`src/rtl/div_radix2.sv`:
```
// Iterative radix-2 restoring divider (signed/unsigned), start/ready responder.
// Optional DIV_HOLD_RESULT_EN: replays the cached result for a repeated identical request.
module div_radix2 #(
  parameter int unsigned DATA_W = 32
) (
  input  logic                  clk,
  input  logic                  rst,
  input  logic                  flush,
  input  logic [DATA_W-1:0]     opdata1_i,
  input  logic [DATA_W-1:0]     opdata2_i,
  input  logic                  start_i,
  input  logic                  annul_i,
  input  logic                  signed_div_i,
  output logic                  ready_o,
  output logic [2*DATA_W-1:0]   result_o
);

  localparam int unsigned CNT_W = $clog2(DATA_W);
  localparam logic [CNT_W-1:0] CNT_LAST = CNT_W'(DATA_W - 1);

  typedef enum logic [1:0] {
    IDLE,
    DIVZERO,
    CALC,
    DONE
  } state_e;

  state_e                state_q, state_d;
  logic [CNT_W-1:0]      cnt_q, cnt_d;
  logic [DATA_W-1:0]     rem_q, rem_d;
  logic [DATA_W-1:0]     dvd_q, dvd_d;
  logic [DATA_W-1:0]     dvs_q, dvs_d;
  logic                  qneg_q, qneg_d;
  logic                  rneg_q, rneg_d;
  logic                  ready_q, ready_d;
  logic [2*DATA_W-1:0]   result_q, result_d;

  logic                  abort;
  logic                  accept;
  logic                  load;
  logic                  hit;
  logic                  a_neg, b_neg;
  logic [DATA_W-1:0]     a_mag, b_mag;
  logic [DATA_W-1:0]     rem_lo;
  logic                  qbit;
  logic [DATA_W-1:0]     rem_nxt, quo_nxt;
  logic [DATA_W-1:0]     q_fix, r_fix;

  assign abort  = flush | annul_i;
  assign accept = start_i & ~abort;

  assign a_neg = signed_div_i & opdata1_i[DATA_W-1];
  assign b_neg = signed_div_i & opdata2_i[DATA_W-1];
  assign a_mag = a_neg ? -opdata1_i : opdata1_i;
  assign b_mag = b_neg ? -opdata2_i : opdata2_i;

  // rem_q[MSB] set means the shifted remainder exceeds 2^DATA_W, so it always beats the divisor
  assign rem_lo  = {rem_q[DATA_W-2:0], dvd_q[DATA_W-1]};
  assign qbit    = rem_q[DATA_W-1] | (rem_lo >= dvs_q);
  assign rem_nxt = qbit ? (rem_lo - dvs_q) : rem_lo;
  assign quo_nxt = {dvd_q[DATA_W-2:0], qbit};

  assign q_fix = qneg_q ? -quo_nxt : quo_nxt;
  assign r_fix = rneg_q ? -rem_nxt : rem_nxt;

`ifdef DIV_HOLD_RESULT_EN
  logic              last_vld_q;
  logic [DATA_W-1:0] last_a_q, last_b_q;
  logic              last_s_q;

  assign hit = last_vld_q & (opdata1_i == last_a_q) & (opdata2_i == last_b_q)
             & (signed_div_i == last_s_q);

  always_ff @(posedge clk) begin
    if (!rst) begin
      last_vld_q <= 1'b0;
      last_a_q   <= '0;
      last_b_q   <= '0;
      last_s_q   <= 1'b0;
    end else if (abort) begin
      last_vld_q <= 1'b0;
    end else if (load) begin
      last_vld_q <= 1'b0;
      last_a_q   <= opdata1_i;
      last_b_q   <= opdata2_i;
      last_s_q   <= signed_div_i;
    end else if (ready_d) begin
      last_vld_q <= 1'b1;
    end
  end
`else
  assign hit = 1'b0;
`endif

  always_comb begin
    state_d  = state_q;
    cnt_d    = cnt_q;
    rem_d    = rem_q;
    dvd_d    = dvd_q;
    dvs_d    = dvs_q;
    qneg_d   = qneg_q;
    rneg_d   = rneg_q;
    ready_d  = 1'b0;
    result_d = result_q;
    load     = 1'b0;

    unique case (state_q)
      IDLE: begin
        if (accept) begin
          if (hit) begin
            state_d = DONE;
            ready_d = 1'b1;
          end else begin
            load = 1'b1;
          end
        end
      end
      DIVZERO: begin
        if (abort) begin
          state_d = IDLE;
        end else begin
          // dvd_q holds the dividend magnitude; re-applying its sign restores the raw dividend
          state_d  = DONE;
          ready_d  = 1'b1;
          result_d = {(rneg_q ? -dvd_q : dvd_q), {DATA_W{1'b1}}};
        end
      end
      CALC: begin
        if (abort) begin
          state_d = IDLE;
        end else begin
          rem_d = rem_nxt;
          dvd_d = quo_nxt;
          cnt_d = cnt_q + 1'b1;
          if (cnt_q == CNT_LAST) begin
            state_d  = DONE;
            ready_d  = 1'b1;
            result_d = {r_fix, q_fix};
          end
        end
      end
      DONE: begin
        if (accept) begin
          load = 1'b1;
        end else begin
          state_d = IDLE;
        end
      end
      default: state_d = IDLE;
    endcase

    if (load) begin
      state_d = (opdata2_i == '0) ? DIVZERO : CALC;
      cnt_d   = '0;
      rem_d   = '0;
      dvd_d   = a_mag;
      dvs_d   = b_mag;
      qneg_d  = a_neg ^ b_neg;
      rneg_d  = a_neg;
    end
  end

  always_ff @(posedge clk) begin
    if (!rst) begin
      state_q  <= IDLE;
      cnt_q    <= '0;
      rem_q    <= '0;
      dvd_q    <= '0;
      dvs_q    <= '0;
      qneg_q   <= 1'b0;
      rneg_q   <= 1'b0;
      ready_q  <= 1'b0;
      result_q <= '0;
    end else begin
      state_q  <= state_d;
      cnt_q    <= cnt_d;
      rem_q    <= rem_d;
      dvd_q    <= dvd_d;
      dvs_q    <= dvs_d;
      qneg_q   <= qneg_d;
      rneg_q   <= rneg_d;
      ready_q  <= ready_d;
      result_q <= result_d;
    end
  end

  assign ready_o  = ready_q;
  assign result_o = result_q;

endmodule

```
`config.mk`:
```
export PLATFORM = sky130hd
export DESIGN_NAME = div_radix2
export DESIGN_NICKNAME = d
export VERILOG_FILES = /design/src/rtl/div_radix2.sv
export SDC_FILE = /design/constraint.sdc
export NUM_CORES = 1
export LEC_CHECK = 0
export CORE_MARGIN = 1
export CORE_UTILIZATION = 32
export CTS_CLUSTER_SIZE = 20
export DETAILED_ROUTE_END_ITERATION = 7
export SKIP_LAST_GASP = 1
export SYNTH_ARGS = -nofsm -noshare
export SYNTH_HDL_FRONTEND = slang
export SYNTH_SLANG_ARGS = --single-unit
```
`constraint.sdc`:
```
create_clock -name clk -period 8.9 [get_ports clk]
set_input_delay 1.78 -clock clk [delete_from_list [all_inputs] [get_ports clk]]
set_output_delay 1.78 -clock clk [all_outputs]
set_load 0.1 [all_outputs]
```
# Word level (Yosys, flattened, before mapping)
# Index checks and enable logic that the tools add are counted.
# totals
wordCells,72
out_inout_bits,65
regBits,170
inputBits,70
# classes
n_addsub,7
eq_ne,11
n_bitwise,8
reduce_logical,10
mux,26
order_cmp,1
# op_table
operator,n
2-to-1 mux 32 bit,9
2-to-1 mux 64 bit,3
negator 32 bit,5
one-hot mux 64 bit (2 select lines),1
>= comparator 32 bit,1
logical NOT 32 bit,1
subtractor 32 bit,1
2-to-1 mux 2 bit,6
"inequality test 2 bit, second input constant",4
one-hot mux 2 bit (3 select lines),1
"adder 5 x 1 -> 5 bit, second input constant",1
"== test 5 bit, second input constant",1
2-to-1 mux 1 bit,5
"== test 2 bit, second input constant",2
"inequality test 4 bit, second input constant",1
AND reduction 2 bit,2
AND reduction 4 bit,1
nonzero test 2 bit,2
OR reduction 2 bit,2
bitwise AND 1 bit,3
"inequality test 3 bit, second input constant",1
AND reduction 3 bit,1
"== test 2 x 1 -> 1 bit, second input constant",1
logical NOT 2 bit,1
5 further kinds,7

# Longest topological paths before layout
# Gate-level depths: netlist of the first run.
# logic_depth
ltp_word,8
depth_mapped,25
ltp_nobuf,21

# Worst setup path after synthesis of the first run
# No wires, ideal clock.
# synth_timing
path_kind,reg-to-reg
from,register dvs_q[12]
to,"register result_q[56], in the netlist result_o[56]"
synth_period_minus_slack_ps,4737
setup_slack_ps,4163
setup_time_ps,88
stages_incl_launch_ff,23
required_ps,8812
arrival_ps,4649
path_buffers,5
path_cell_list,dfxtp_1 > inv_1 > ha_1 > buf_2 > nand4_2 > or3_4 > or4_1 > o211a_2 > o21ai_2 > buf_4 > buf_4 > buf_2 > buf_2 > a21oi_1 > inv_1 > ha_1 > nand3_1 > o41ai_4 > o2111ai_2 > nor2_2 > a21oi_1 > xor2_1 > o32ai_2
# synth_via
elab_chain_len,8
elab_cells_between_ends,9
cone_classes,2 x add/sub; 1 x order compare; 5 x mux; 1 x bitwise
# synth_lines
item,line_no,rtl
"start, declared",32,"logic [DATA_W-1:0] dvs_q, dvs_d;"
"start signal, assigned",179,dvs_q <= dvs_d;
>= comparator 32 bit,59,assign qbit = rem_q[DATA_W-1] | (rem_lo >= dvs_q);
OR 1 bit,59,
2-to-1 mux 32 bit (*),60,assign rem_nxt = qbit ? (rem_lo - dvs_q) : rem_lo;
negator 32 bit,64,assign r_fix = rneg_q ? -rem_nxt : rem_nxt;
2-to-1 mux 32 bit (*),64,
2-to-1 mux 64 bit (*),135,if (cnt_q == CNT_LAST) begin
2-to-1 mux 64 bit (*),129,if (abort) begin
one-hot mux 64 bit (2 select lines) (*),107,unique case (state_q)
"end signal, assigned",183,result_q <= result_d;
"end, declared",36,"logic [2*DATA_W-1:0] result_q, result_d;"
# Mark *: on every way between the ends. The rest lies on a longest branch, timed or not. The select of a mux whose other input is x is not followed.
# A chain may end at the register's enable or synchronous reset.

# Worst setup path after layout of the first run
# layout_timing
from,register dvd_q[31]
to,"register result_q[28], in the netlist result_o[28]"
# layout_via
elab_chain_len,7
# layout_lines
item,line_no,rtl
"start, declared",31,"logic [DATA_W-1:0] dvd_q, dvd_d;"
"start signal, assigned",178,dvd_q <= dvd_d;
>= comparator 32 bit,59,
OR 1 bit,59,
negator 32 bit,63,assign q_fix = qneg_q ? -quo_nxt : quo_nxt;
2-to-1 mux 32 bit,63,
2-to-1 mux 64 bit,135,
2-to-1 mux 64 bit,129,
one-hot mux 64 bit (2 select lines),107,
# Every way passes these cells. The select of a mux whose other input is x is not followed.

==> results of run 1 <==
==> worst paths after layout <==
path / start / endpoint / slack [ps]
min: result_o[49] / result_o[49] / 450
max: dvd_q[31] / result_o[28] / 3470
max reg2reg: dvd_q[31] / result_o[28] / 3470
min reg2reg: result_o[49] / result_o[49] / 450
==> sequential cells by signal (all words and copies together) (netlist names) <==
name      cells
dvs_q        32
cnt_q         5
dvd_q        32
state_q       2
result_o     64
rneg_q        1
ready_o       1
qneg_q        1
rem_q        32
==> layout make-up <==
type                            instances  area share [%]
Multi-Input combinational cell       1408           58.03
Sequential cell                       170           22.73
Timing Repair Buffer                  147           9.576
Tap cell                              518           4.328
Clock buffer                           18           2.866
Inverter                               57           1.429
Clock inverter                         14           1.044
==> through the flow <==
stage / instance area, µm² / setup slack (ps) / util (%)
floorplan: 12800 / 4163 / -
global placement: 14390 / 3724 / 36.89
detailed placement: 14390 / 3632 / 36.89
CTS: 14970 / 3592 / 38.39
global route: 14970 / 3062 / 38.39
finish: 14970 / 3467 / 38.39
==> layout by cell type (no fill, tap or decap), drive strengths merged, types with 15 or more instances in the layout <==
| cell type | instances |
|---|---|
| nor2 | 202 |
| o211ai | 22 |
| a311oi | 36 |
| a21oi | 143 |
| inv | 62 |
| a211oi | 66 |
| mux2i | 25 |
| a21o | 15 |
| clkbuf | 18 |
| o21ai | 132 |
| dfxtp | 170 |
| xnor2 | 49 |
| o21a | 19 |
| clkdlybuf4s50 | 133 |
| a31oi | 20 |
| or3 | 36 |
| o31ai | 18 |
| and3 | 16 |
| nor3 | 53 |
| xor2 | 76 |
| nor4 | 18 |
| nand3 | 23 |
| ha | 43 |
| nand2 | 216 |
==> cells by family (layout without fill, tap and decap cells) <==
family                   after synthesis  after routing
adder cells (fa/ha/maj)               44             44
flip-flops                           170            170
buffers and inverters                188            236
multiplexers                          30             30
AND/OR/NAND/NOR                      649            649
AO/OA/AOI/OAI                        560            560
XOR/XNOR                             125            125
==> worst register-to-register path: cells and delay by family (launching register included) <==
kind | cells | cell delay [ps]
xor gates and xnor gates | 1 | 170
and+or+nand+nor | 5 | 1160
DFF | 1 | 340
AOI/OAI and AO/OA | 7 | 2070
adders and majority gates | 3 | 730
buffers and inverters | 2 | 850
==> Yosys cell counts, drive strengths merged, types with 5 or more instances <==
cell and count:
o2111ai 5, nor4 18, clkbuf 113, o32ai 5, nand2 216, or3 36, a21boi 8, and2 12
a21oi 143, a211oi 66, nand4 14, o31ai 18, nand2b 8, o41ai 11, mux2i 25, o21a 19
or4 13, buf 18, a31oi 20, nor3 53, o21ai 132, nor2b 11, inv 56, ha 43
a22oi 7, a311oi 36, a221oi 7, xor2 76, xnor2 49, o211ai 22, dfxtp 170, nand3 23
and3 16, nor3b 6, o311ai 9, nor2 202, or2 6, a21o 15
==> layer usage <==
layer	GRT usage, %	vias up	part of all wire (%)
li1	-	6498	-
met1	30.14	6317	46
met2	34.12	471	45
met3	3.563	78	6.5
met4	7.900	0	2.9
met5	0	-	0
==> power groups by stage <==
stage / logic, W / registers (W) / clock network, W
finish: 0.00121 / 0.000840 / 0.000779
CTS: 0.00119 / 0.000838 / 0.000785
floorplan: 0.000845 / 0.000874 / 0
detailed placement: 0.00119 / 0.000856 / 0
global route: 0.00132 / 0.000843 / 0.000813
global placement: 0.00118 / 0.000855 / 0
==> results.txt, run 1 <==
The total power consumption of the routed design was 0.002830 W. In this run the count of I/O pins placed on the die edge is 135. After synthesis, the largest family of logic cells by area is compound AO/OA/AOI/OAI gates. Internal power comes to 0.001624 W. Summing the areas of all compound-gate instances in the mapped netlist gives 28.89% of the synthesized area.

Counting distinct cell types in the post-synthesis netlist gives 85. Dividing total power by cell area gives a power density of 189.0 nW/µm². Before antenna repair, the detailed router went through 6 iterations. The logs give 1766 for the number of cells produced by synthesis and 12800 µm² for the post-synth design cell area. The first global-routing pass estimated 70240 µm of wire. The violation count after the first detailed-routing iteration came out at 1350.

Gates resized during post-CTS repair numbered 0. Class of the tightest hold or removal check: flip-flop to flip-flop. For the maximum number of pins on one net before global-route repair, the log shows 94. The maximum fanout along the worst path is 40, and the area used by multi-input combinational logic is 8690 µm².

In this design, the largest share of critical-path delay is due to compound AO/OA/AOI/OAI gates. Summed over all cells, the static leakage comes to 5.280 nW. For the worst setup path, the data arrival time is 5750 ps. Once the floorplan was initialized, standard cells occupied 32.81% of the core.

Summing over every cut layer, the via total after detailed routing is 13.36k. Async set-or-reset flop fraction in the synthesized netlist: 0%. The proportion of power drawn by flip-flops and latches is 29.7%, and the count of final setup violators is 0. The max-slew violation total from the final report was 0. The largest area contributor in the synthesized netlist was sky130_fd_sc_hd__dfxtp_1. The width of the chip is 202.0 µm, and the global router's overall resource usage is 21.86%.

TritonCTS built the clock tree. For this run, the number of Yosys warnings is 0. The number of nets handed over by synthesis was 1880. Routability-driven placement finished with a final weighted congestion of 0.9012. Walking the worst path, the cells encountered are inv_1 > ha_1 > fa_1 > nor2b_1 > o31ai_1 > a21o_1 > o211a_2 > o21ai_4 > inv_2 > ha_1 > nand2_1 > or3_1 > nand2b_1 > or3_1 > o41ai_1 > a21boi_0 > xor2_1 > a21oi_1.

Leaving out filler cells and counting taps, the final layout contains 2332. Final cycle utilization of the critical path: 61.04%. The top cell type by area accounts for 26.59% of the synthesized area.

Sequential elements use 26.59% of the synthesized area. The number of synthesized flops with an enable pin was 0; the TritonCTS buffer count was 17. The mux share of post-synthesis cell area was 2.483%. The slowest stage of the critical path belongs to the cell sky130_fd_sc_hd__inv_2.

The final antenna-violating net count was 0; the CTS H-tree depth was 4. The critical path crosses 18 cells after its start point. Number of endpoints with negative hold slack in the final report: 0. Each instance of the synthesized netlist takes up on average 7.247 µm². The run finished with clean final reports. The area growth from synthesis to layout is 17.00%. The floorplan has 72 rows. Buffers inserted to repair hold after CTS numbered 0. Of the total synthesized cell area, the portion taken by XOR and XNOR cells is 8.554%.

In the routed design, unresolved DRC markers number 0. At the worst endpoint, the required time is 9220 ps. The adder-cell share of the synthesized area came out at 4.360%.

After detailed placement, the design holds a cell count of 2300. Dividing the detail-routed wire length by the instance count gives 19.31 µm. The worst hold path passes through 2 cells. For this design the total switching power over the nets is 0.001206 W.

In this run the deepest clock path goes through 2 buffers. The die covers 40800 µm². The number of storage elements in the synthesis netlist came out at 170. Final hold analysis gives a worst-case slack of 448.3 ps. Global routing finished with a remaining overflow of 0. The final critical path time including I/O delays and setup was 5433 ps.

The run gives 3403 µm² as the flip-flop and latch area. After detailed routing, the number of vias per cell comes to 5.731. At the end of the flow, the number of nets in the layout was 1915. The number of buffers and inverters on the critical path is 2. Once the clock tree was built, the setup fixing pass inserted 0 buffers.

In the synthesized netlist the dominant register cell turns out to be sky130_fd_sc_hd__dfxtp_1. After detailed routing, the total wire length is 45030 µm. The part of the total power dissipated in the clock network is 27.5%.

The number of cells on the worst reg-to-reg path is 18. After synthesis, the cell types taking the most area are sky130_fd_sc_hd__dfxtp_1, sky130_fd_sc_hd__nand2_1, sky130_fd_sc_hd__nor2_1. Max-cap violations in this run came to 0. The kind of end point of the critical path is a flip-flop.

Summing the areas of all and, or, nand and nor instances in the mapped netlist gives 23.40% of the synthesized area. For this design, the sink count on the clock tree is 170. The clock edge transition at the registers on the reported setup and hold paths was 80 ps; the worst slew margin relative to its limit was 26.99%. The count of antenna diodes in the layout is 0, and the detailed placer's ending HPWL is 34070 µm. The die is 202.0 µm tall. For this run, the top clock speed supported by timing is 0.1841 GHz. Setup repair after global routing left no endpoint under its margin.

The start-to-end type of the worst setup path was flip-flop to flip-flop. In this run the clock root is driven by a sky130_fd_sc_hd__clkbuf_16. The insertion delay to the later sink of the worst-skew pair is 450 ps, and the fill cell total of the finished layout is 4082.

Net switching is 42.61% of the power. In this run the standard cell core region covers 39010 µm². In the final timing run, aggregate negative setup slack is 0 ps.

The slew at the pin closest to its max-slew limit works out to 1094 ps. In the final layout, the share of cells above drive strength 1 is 4.465%. In this run the tool buffered the top-level ports with 134 buffer cells. For the maximum ir drop on the vdd rail, the log shows 0.0001578 V.

The run gives 12.34k as the via count of the first global-routing pass. The initial antenna violation count was 0; the setup skew after layout was 17.03 ps. Combinational logic is responsible for 42.8% of the overall power.

The worst setup path is launched from a flip-flop. The biggest cell delay along the critical path works out to 710 ps.
Power figures use the tool's default switching activity.
==> run 2, diff against run 1 <==
==> constraint.sdc (replaced) <==
create_clock -name clk -period 5.01 [get_ports clk]
set_input_delay 1.002 -clock clk [delete_from_list [all_inputs] [get_ports clk]]
set_output_delay 1.002 -clock clk [all_outputs]
set_load 0.1 [all_outputs]
==> results.txt, run 2 (synthesis gave the netlist of run 1 again) <==
For the pre-CTS setup slack, the log shows 323.1 ps (-3309 ps). The power per cell area was 334.7 nW/µm² (+77%). The share of post-route cells with drive strength above 1 is 5.303% (+0.84 points), and the number of cell rows is 72 (unchanged).

The run gives 5380 ps (-3840 ps) as the worst path required time. Top-level I/O count: 135 (unchanged). The maximum fanout along the worst path was 8 (-80%); the final net count was 1930 (+0.78%). The biggest cell delay along the critical path is 570 ps (-140 ps), and the core area is 39010 µm² (unchanged). The tools report the maximum root-to-sink buffer count as 2 (unchanged).

The arrival time of data at the critical path endpoint is 5060 ps (-690 ps). In this run the clock root is driven by a sky130_fd_sc_hd__clkbuf_16. The count of port buffers added during placement is 134 (unchanged).

The fmax came out at 0.2133 GHz (+16%). Walking the worst path, the cells encountered are ha_1 > nand4_2 > or3_4 > or4_1 > o211a_2 > o21ai_4 > a21oi_1 > inv_1 > ha_1 > nand3_1 > o41ai_4 > o2111ai_2 > nor2_2 > a21oi_1 > xor2_1 > o32ai_2. The flip-flop count of the largest register after layout was 64 (unchanged). The logic gate share of total power was 43.2% (+0.4 points). Final cycle utilization of the critical path: 93.59% (+33 points).

TritonCTS built the clock tree. The run gives 3403 µm² (unchanged) as the flip-flop and latch area. The worst setup path is launched from a flip-flop. The hold buffer count at CTS was 0 (unchanged); the number of clock sinks was 170 (unchanged).

For this design, the slowest cell found on the critical path is sky130_fd_sc_hd__or4_1. The tools report the iteration count of the initial detailed-routing pass as 6 (unchanged). The width of the chip works out to 202.0 µm (unchanged). The count of buffer and inverter cells on the critical path is 1 (-1).

The die outline area came out at 40800 µm² (unchanged). The CTS H-tree depth is 4 (unchanged). The run gives 32.81% (unchanged) as the effective utilization at floorplan.

The violation count after the first detailed-routing iteration came out at 1182 (-12%). The proportion of power drawn by flip-flops and latches is 29.3% (-0.4 points). Post-detailed-route DRC marker count: 0 (unchanged).

The leakage power is 5.375 nW (+1.8%). Global router's overall resource usage: 21.93% (+0.078 points). The detailed placer's ending HPWL was 34750 µm (+2.0%).

The run gives 17 (unchanged) as the TritonCTS buffer count. The maximum number of pins on one net before global-route repair is 94 (unchanged), and the maximum ir drop on the vdd rail is 0.0003246 V (+110%). The most common cell after layout, fill and taps aside is sky130_fd_sc_hd__nand2_1. The global route total overflow was 0 (unchanged); the switching fraction of total power was 42.52% (-0.087 points).

The flow ran to the end, and the final reports show no timing, DRC or antenna violations. Clock edge transition at the registers on the reported setup and hold paths: 80 ps (about the same). The max-cap check violation count was 0 (unchanged); the final setup TNS was 0 ps (unchanged). The count of final setup violators is 0 (unchanged), and the die extent in y is 202.0 µm (unchanged). The area used by multi-input combinational logic came out at 8691 µm² (about the same).

Wire length of the first global-routing pass: 71010 µm (+1.1%). Final critical path time including I/O delays and setup: 4689 ps (-744.1 ps). The synthesis-to-layout area growth was 18.28%; the routed wire length was 45300 µm (+0.58%). Slew at the pin closest to its max-slew limit: 1010 ps (-83.75 ps). Broken down by cell family, the worst path's largest delay share belongs to simple AND/OR/NAND/NOR gates. The kind of end point of the critical path was a flip-flop. The via density per instance came out at 5.726 (about the same). The run gives 0 (unchanged) as the max-slew violation total from the final report.

The tools report the worst setup slack after layout as 321.4 ps (-3146 ps). The tools report the insertion delay to the later sink of the worst-skew pair as 450 ps (about the same). The logs give 0 (unchanged) for the number of endpoints with negative hold slack in the final report and 16.96 ps (-0.06950 ps) for the setup skew after layout. The power dissipated by switching net loads came out at 0.002154 W (+79%).

The critical path is of the flip-flop to flip-flop type. The worst slew margin relative to its limit was 32.46% (+5.5 points). Final antenna-violating net count: 0 (unchanged). Setup repair after global routing left no endpoint under its margin. The tools report the initial antenna violation count as 0 (unchanged).

The tools report the fill cell total of the finished layout as 4050 (-0.78%). The tools report the count of antenna diodes in the layout as 0 (unchanged). The post-detailed-route wirelength per cell is 19.30 µm (about the same), and the placer congestion estimate is 0.9095 (+0.92%).

The run gives 0.002912 W (+79%) as the internal power consumption. Leaving out fill and tap cells, the most frequent cells in the layout are sky130_fd_sc_hd__nand2_1, sky130_fd_sc_hd__nor2_1, sky130_fd_sc_hd__dfxtp_1. The via count of the first global-routing pass came out at 12.59k (+2.1%). The part of the total power dissipated in the clock network was 27.5% (about the same); the total via count after detailed routing was 13.44k (+0.56%). The path class of the tightest hold or removal check is flip-flop to flip-flop.
==> run 2: final timing paths <==
check                                   from           end  slack [ps]  depth (start not counted)
worst max-delay path               rem_q[11]  result_o[56]         320                         16
worst min-delay path            result_o[53]  result_o[53]         450                          2
worst max register to register     rem_q[11]  result_o[56]         320                         16
worst min register to register  result_o[53]  result_o[53]         450                          2
==> run 2: what timing repair did <==
item / 4_1_cts / 5_1_grt
endpoints found under the setup margin: 0 / 1
setup buffers: 0 / 0
gates resized for setup: 0 / 1
==> run 2: final cells by class <==
type                       instances  share of cell area (%)
clock buffer                      19                   2.992
clock inverter                    13                  0.9588
inverter                          57                   1.413
multi-input combinational       1408                   57.41
sequential                       170                   22.48
tap                              518                   4.281
timing repair buffer             162                   10.46
==> run 2: routing by layer <==
metal	global-route usage (%)	vias to the layer above	share of wire, %
li1	-	6535	-
met3	2.789	56	5.4
met4	6.466	0	2.1
met2	35.16	439	45
met5	0	-	0
met1	30.53	6409	47
==> run 2: metrics by stage <==
step | cell area (µm²) | total power [W] | util, % | hold slack, ps | instances
after floorplan | 12800 | 0.003054 | - | 431.9 | 1766
after global placement | 14540 | 0.003657 | 37.27 | 428.4 | 2315
after detailed placement | 14540 | 0.003669 | 37.27 | 440.4 | 2315
after CTS | 15140 | 0.005052 | 38.80 | 451.5 | 2347
after global routing | 15140 | 0.005325 | 38.81 | 462.3 | 2347
final | 15140 | 0.005067 | 38.81 | 446.4 | 2347
==> run 2: power by group through the flow <==
stage | Clock [W] | Combinational, W | Sequential (W)
floorplan | 0 | 0.00150 | 0.00155
global placement | 0 | 0.00214 | 0.00151
detailed placement | 0 | 0.00215 | 0.00151
CTS | 0.00140 | 0.00216 | 0.00148
global route | 0.00145 | 0.00239 | 0.00149
finish | 0.00139 | 0.00219 | 0.00149
==> run 2: worst register-to-register path, stage by stage (launching register included) <==
cell                        delay [ps]
sky130_fd_sc_hd__dfxtp_1           360
sky130_fd_sc_hd__ha_1              470
sky130_fd_sc_hd__nand4_2           210
sky130_fd_sc_hd__or3_4             430
sky130_fd_sc_hd__or4_1             570
sky130_fd_sc_hd__o211a_2           180
sky130_fd_sc_hd__o21ai_4           330
sky130_fd_sc_hd__a21oi_1           170
sky130_fd_sc_hd__inv_1              80
sky130_fd_sc_hd__ha_1              270
sky130_fd_sc_hd__nand3_1           200
sky130_fd_sc_hd__o41ai_4           310
sky130_fd_sc_hd__o2111ai_2         280
sky130_fd_sc_hd__nor2_2            240
sky130_fd_sc_hd__a21oi_1           100
sky130_fd_sc_hd__xor2_1            160
sky130_fd_sc_hd__o32ai_2           240
==> run 3, diff against run 2 <==
--- a/config.mk
+++ b/config.mk
@@ -5,7 +5,7 @@
 export SDC_FILE = /design/constraint.sdc
 export NUM_CORES = 1
 export LEC_CHECK = 0
-export CORE_MARGIN = 1
+export ABC_AREA = 1
 export CORE_UTILIZATION = 32
 export CTS_CLUSTER_SIZE = 20
 export DETAILED_ROUTE_END_ITERATION = 7
==> results.txt, run 3 <==
The flow ran to the end, and the final reports show no timing, DRC or antenna violations. For the wire length of the first global-routing pass, the log shows 81190 µm (+14%). By area the synthesized netlist is led by sky130_fd_sc_hd__dfxtp_1, sky130_fd_sc_hd__nand2_1, sky130_fd_sc_hd__inv_1.

The number of setup buffers added after CTS is 0 (unchanged), and the routed wire length is 53600 µm (+18%). The synthesized area per cell works out to 5.946 µm² (-18%). The class of the tightest hold or removal check is flip-flop to flip-flop. The destination of the worst hold path is cnt_q[4].

TritonCTS buffer count: 17 (unchanged). The final cycle utilization of the critical path is 86.11% (-7.5 points), and the post-synth design cell area is 13910 µm² (+8.7%). The fill cell total of the finished layout was 4802 (+19%). The kind of end point of the critical path was a flip-flop. The initial antenna violation count came out at 0 (unchanged). The global route total overflow came out at 0 (unchanged). The maximum number of pins on one net before global-route repair was 86 (-8.5%); the number of cell rows was 76 (+5.6%).

The count of port buffers added during placement was 134 (unchanged); the width of the chip was 210.5 µm (+4.2%). For the distinct cell type count after synthesis, the log shows 55 (-35%). Ranked by instance count, the synthesized netlist is headed by sky130_fd_sc_hd__nand2_1, sky130_fd_sc_hd__inv_1, sky130_fd_sc_hd__nor2_1, sky130_fd_sc_hd__o21ai_0, sky130_fd_sc_hd__a21oi_1. The insertion delay to the later sink of the worst-skew pair came out at 470 ps (+20 ps). Compared with the post-synthesis result, the final layout area differs by 17.24%. The worst reg2reg path startpoint is dvs_q[25]. The run gives 5 (-1) as the iteration count of the initial detailed-routing pass. The cell sitting at the root of the clock tree is a sky130_fd_sc_hd__clkbuf_16. The number of synthesized flops with an enable pin came out at 0 (unchanged). The fmax is 0.2318 GHz (+8.7%). The number of storage elements in the synthesis netlist was 170 (unchanged); the worst slew margin relative to its limit was 28.93% (-3.5 points). The die extent in y was 210.5 µm (+4.2%); the cell depth of the worst min-delay path was 2 (unchanged).

The tools report the maximum ir drop on the vdd rail as 0.0002024 V (-38%). The CTS H-tree depth is 4 (unchanged). The largest area contributor in the synthesized netlist was sky130_fd_sc_hd__dfxtp_1. sky130_fd_sc_hd__nand2_1 is the most common cell in the netlist. The clock edge transition at the registers on the reported setup and hold paths is 80 ps (about the same), and the core area is 42980 µm² (+10%).

The warning count from the yosys run is 0 (unchanged), and the total via count after detailed routing is 15.11k (+12%). The final critical path time including I/O delays and setup came out at 4314 ps (-374.7 ps). For the placer congestion estimate, the log shows 0.9617 (+5.7%). The library cell used most frequently in the layout, excluding fill and tap cells, is sky130_fd_sc_hd__nand2_1. The flip-flop count of the largest register after layout came out at 64 (unchanged). The flip-flop and latch area is 3405 µm² (about the same), and the global router's overall resource usage is 24.02% (+2.1 points). The share of post-route cells with drive strength above 1 is 6.294% (+0.99 points), and the fraction of synthesized cell area taken by the top area cell type is 24.47% (-2.1 points).

The tools report the max-cap check violation count as 0 (unchanged). Type of origin of the critical path: a flip-flop. The count of antenna diodes in the layout is 0 (unchanged). The async set-or-reset flop fraction in the synthesized netlist was 0% (unchanged).

The post-detailed-route wirelength per cell is 17.77 µm (-7.9%). By startpoint and endpoint, the worst setup path is classified as flip-flop to flip-flop. The number of nets produced by synthesis was 2453 (+30%). The final net count is 2532 (+31%). The number of cells produced by synthesis was 2339 (+32%); the violation count after the first detailed-routing iteration was 1329 (+12%). For the setup slack of the worst register-to-register path, the log shows 700 ps (+370 ps).

The die outline area was 44300 µm² (+8.6%); the length in cells of the worst reg-to-reg path was 20 (+4). The run gives 0 (unchanged) as the hold buffer count at CTS. The dominant register cell in the synthesized netlist is sky130_fd_sc_hd__dfxtp_1. The reg-to-reg critical path endpoint is result_o[28].

The startpoint identified for the worst hold timing path is cnt_q[4]. Maximum fanout along the worst path: 64 (+56). The post-cts repair resize count is 0 (unchanged). The max-slew violation total from the final report is 0 (unchanged).

The tools report the maximum root-to-sink buffer count as 2 (unchanged). The post-detailed-route DRC marker count was 0 (unchanged). For the final setup TNS, the log shows 0 ps (unchanged).

The tools report the count of final setup violators as 0 (unchanged). Area used by multi-input combinational logic: 8616 µm² (-0.86%). The setup skew after layout is 15.17 ps (-1.789 ps), and the worst path required time is 5360 ps (-20 ps). The effective utilization at floorplan is 32.36% (-0.45 points), and the leakage power is 7.808 nW (+45%). The library cells used most frequently in the layout, excluding fill and tap cells, are sky130_fd_sc_hd__nand2_1, sky130_fd_sc_hd__inv_1, sky130_fd_sc_hd__nor2_1. For the detailed placer's ending HPWL, the log shows 42610 µm (+23%).

The tools report the via count of the first global-routing pass as 14.01k (+11%). The arrival time of data at the critical path endpoint was 4660 ps (-400 ps); the slew at the pin closest to its max-slew limit was 1065 ps (+54.62 ps). TritonCTS built the clock tree. The tools report the sequential area share after synthesis as 24.47% (-2.1 points). Power per cell area: 341.4 nW/µm² (+2.0%). The top-level I/O count was 135 (unchanged). The number of clock sinks was 170 (unchanged); the number of endpoints with negative hold slack in the final report was 0 (unchanged). The final standard cell utilization of the core was 37.93% (-0.88 points); the via density per instance was 5.011 (-12%).

Final antenna-violating net count: 0 (unchanged). Setup repair after global routing left no endpoint under its margin.
[run 3: final cells by class]
class,instances,share of cell area (%)
Clock buffer,18,2.694
Clock inverter,14,0.9439
Inverter,387,8.909
Multi-Input combinational cell,1687,52.84
Sequential cell,170,20.88
Tap cell,585,4.489
Timing Repair Buffer,155,9.239
[run 3: stage by stage]
step	setup slack [ps]	hold slack, ps	std cells	total power [W]	instance area (µm²)
after global placement	906.5	453.0	2984	0.004178	15710
after CTS	826.3	483.5	3016	0.005562	16300
after global routing	488.7	501.4	3016	0.005923	16300
after floorplan	1864	445.3	2339	0.003456	13910
after detailed placement	849.9	473.0	2984	0.004175	15710
final	696.1	482.9	3016	0.005566	16300
[run 3: logic make-up after synthesis]
group                      after synthesis  share of synthesized area [%]
xor gates and xnor gates                74                          4.660
buffers and inverters                  482                          13.63
AOI/OAI and AO/OA                      505                          19.90
DFF                                    170                          24.47
adders and majority gates               44                          4.013
and+or+nand+nor                       1064                          33.32
[run 3: power by group]
part / total [W] / switching [W] / internal (W)
logic: 0.00268 / 0.00193 / 0.000752
clock network: 0.00138 / 0.000664 / 0.000720
registers: 0.00150 / 0.0000798 / 0.00142
total: 0.00557 / 0.00267 / 0.00289
[run 3: how the worst max path moves through the flow]
stage | slack, ps | to | start | depth (start not counted)
detailed placement | 850 | result_o[28] | dvs_q[25] | 20
floorplan | 1860 | result_o[26] | dvd_q[31] | 25
finish | 700 | result_o[28] | dvs_q[25] | 20
global route | 490 | result_o[28] | dvs_q[25] | 20
CTS | 830 | result_o[28] | dvs_q[25] | 20
global placement | 910 | result_o[28] | dvs_q[25] | 20
[run 3: layer usage]
layer | routed length [µm] | vias to the layer above | global-route usage, %
met5 | 0 | - | 0
met4 | 1394 | 0 | 8.196
met3 | 3005 | 57 | 2.980
met2 | 23780 | 479 | 37.98
met1 | 25420 | 6916 | 33.55
li1 | - | 7661 | -
[run 3: critical path, cell delays in order (launching register included)]
cell and delay [ps]:
sky130_fd_sc_hd__dfxtp_1 520, sky130_fd_sc_hd__inv_1 80, sky130_fd_sc_hd__ha_1 370, sky130_fd_sc_hd__a21oi_1 230, sky130_fd_sc_hd__o21ai_1 130, sky130_fd_sc_hd__nand2_1 80
sky130_fd_sc_hd__nand2_1 170, sky130_fd_sc_hd__nor2_8 380, sky130_fd_sc_hd__nand2_8 320, sky130_fd_sc_hd__inv_2 190, sky130_fd_sc_hd__ha_1 160, sky130_fd_sc_hd__inv_1 50
sky130_fd_sc_hd__nor2_1 150, sky130_fd_sc_hd__inv_1 60, sky130_fd_sc_hd__nor2_1 100, sky130_fd_sc_hd__inv_1 80, sky130_fd_sc_hd__nor2_1 380, sky130_fd_sc_hd__a41oi_1 260
sky130_fd_sc_hd__a21oi_1 200, sky130_fd_sc_hd__xor2_1 160, sky130_fd_sc_hd__a21oi_1 70
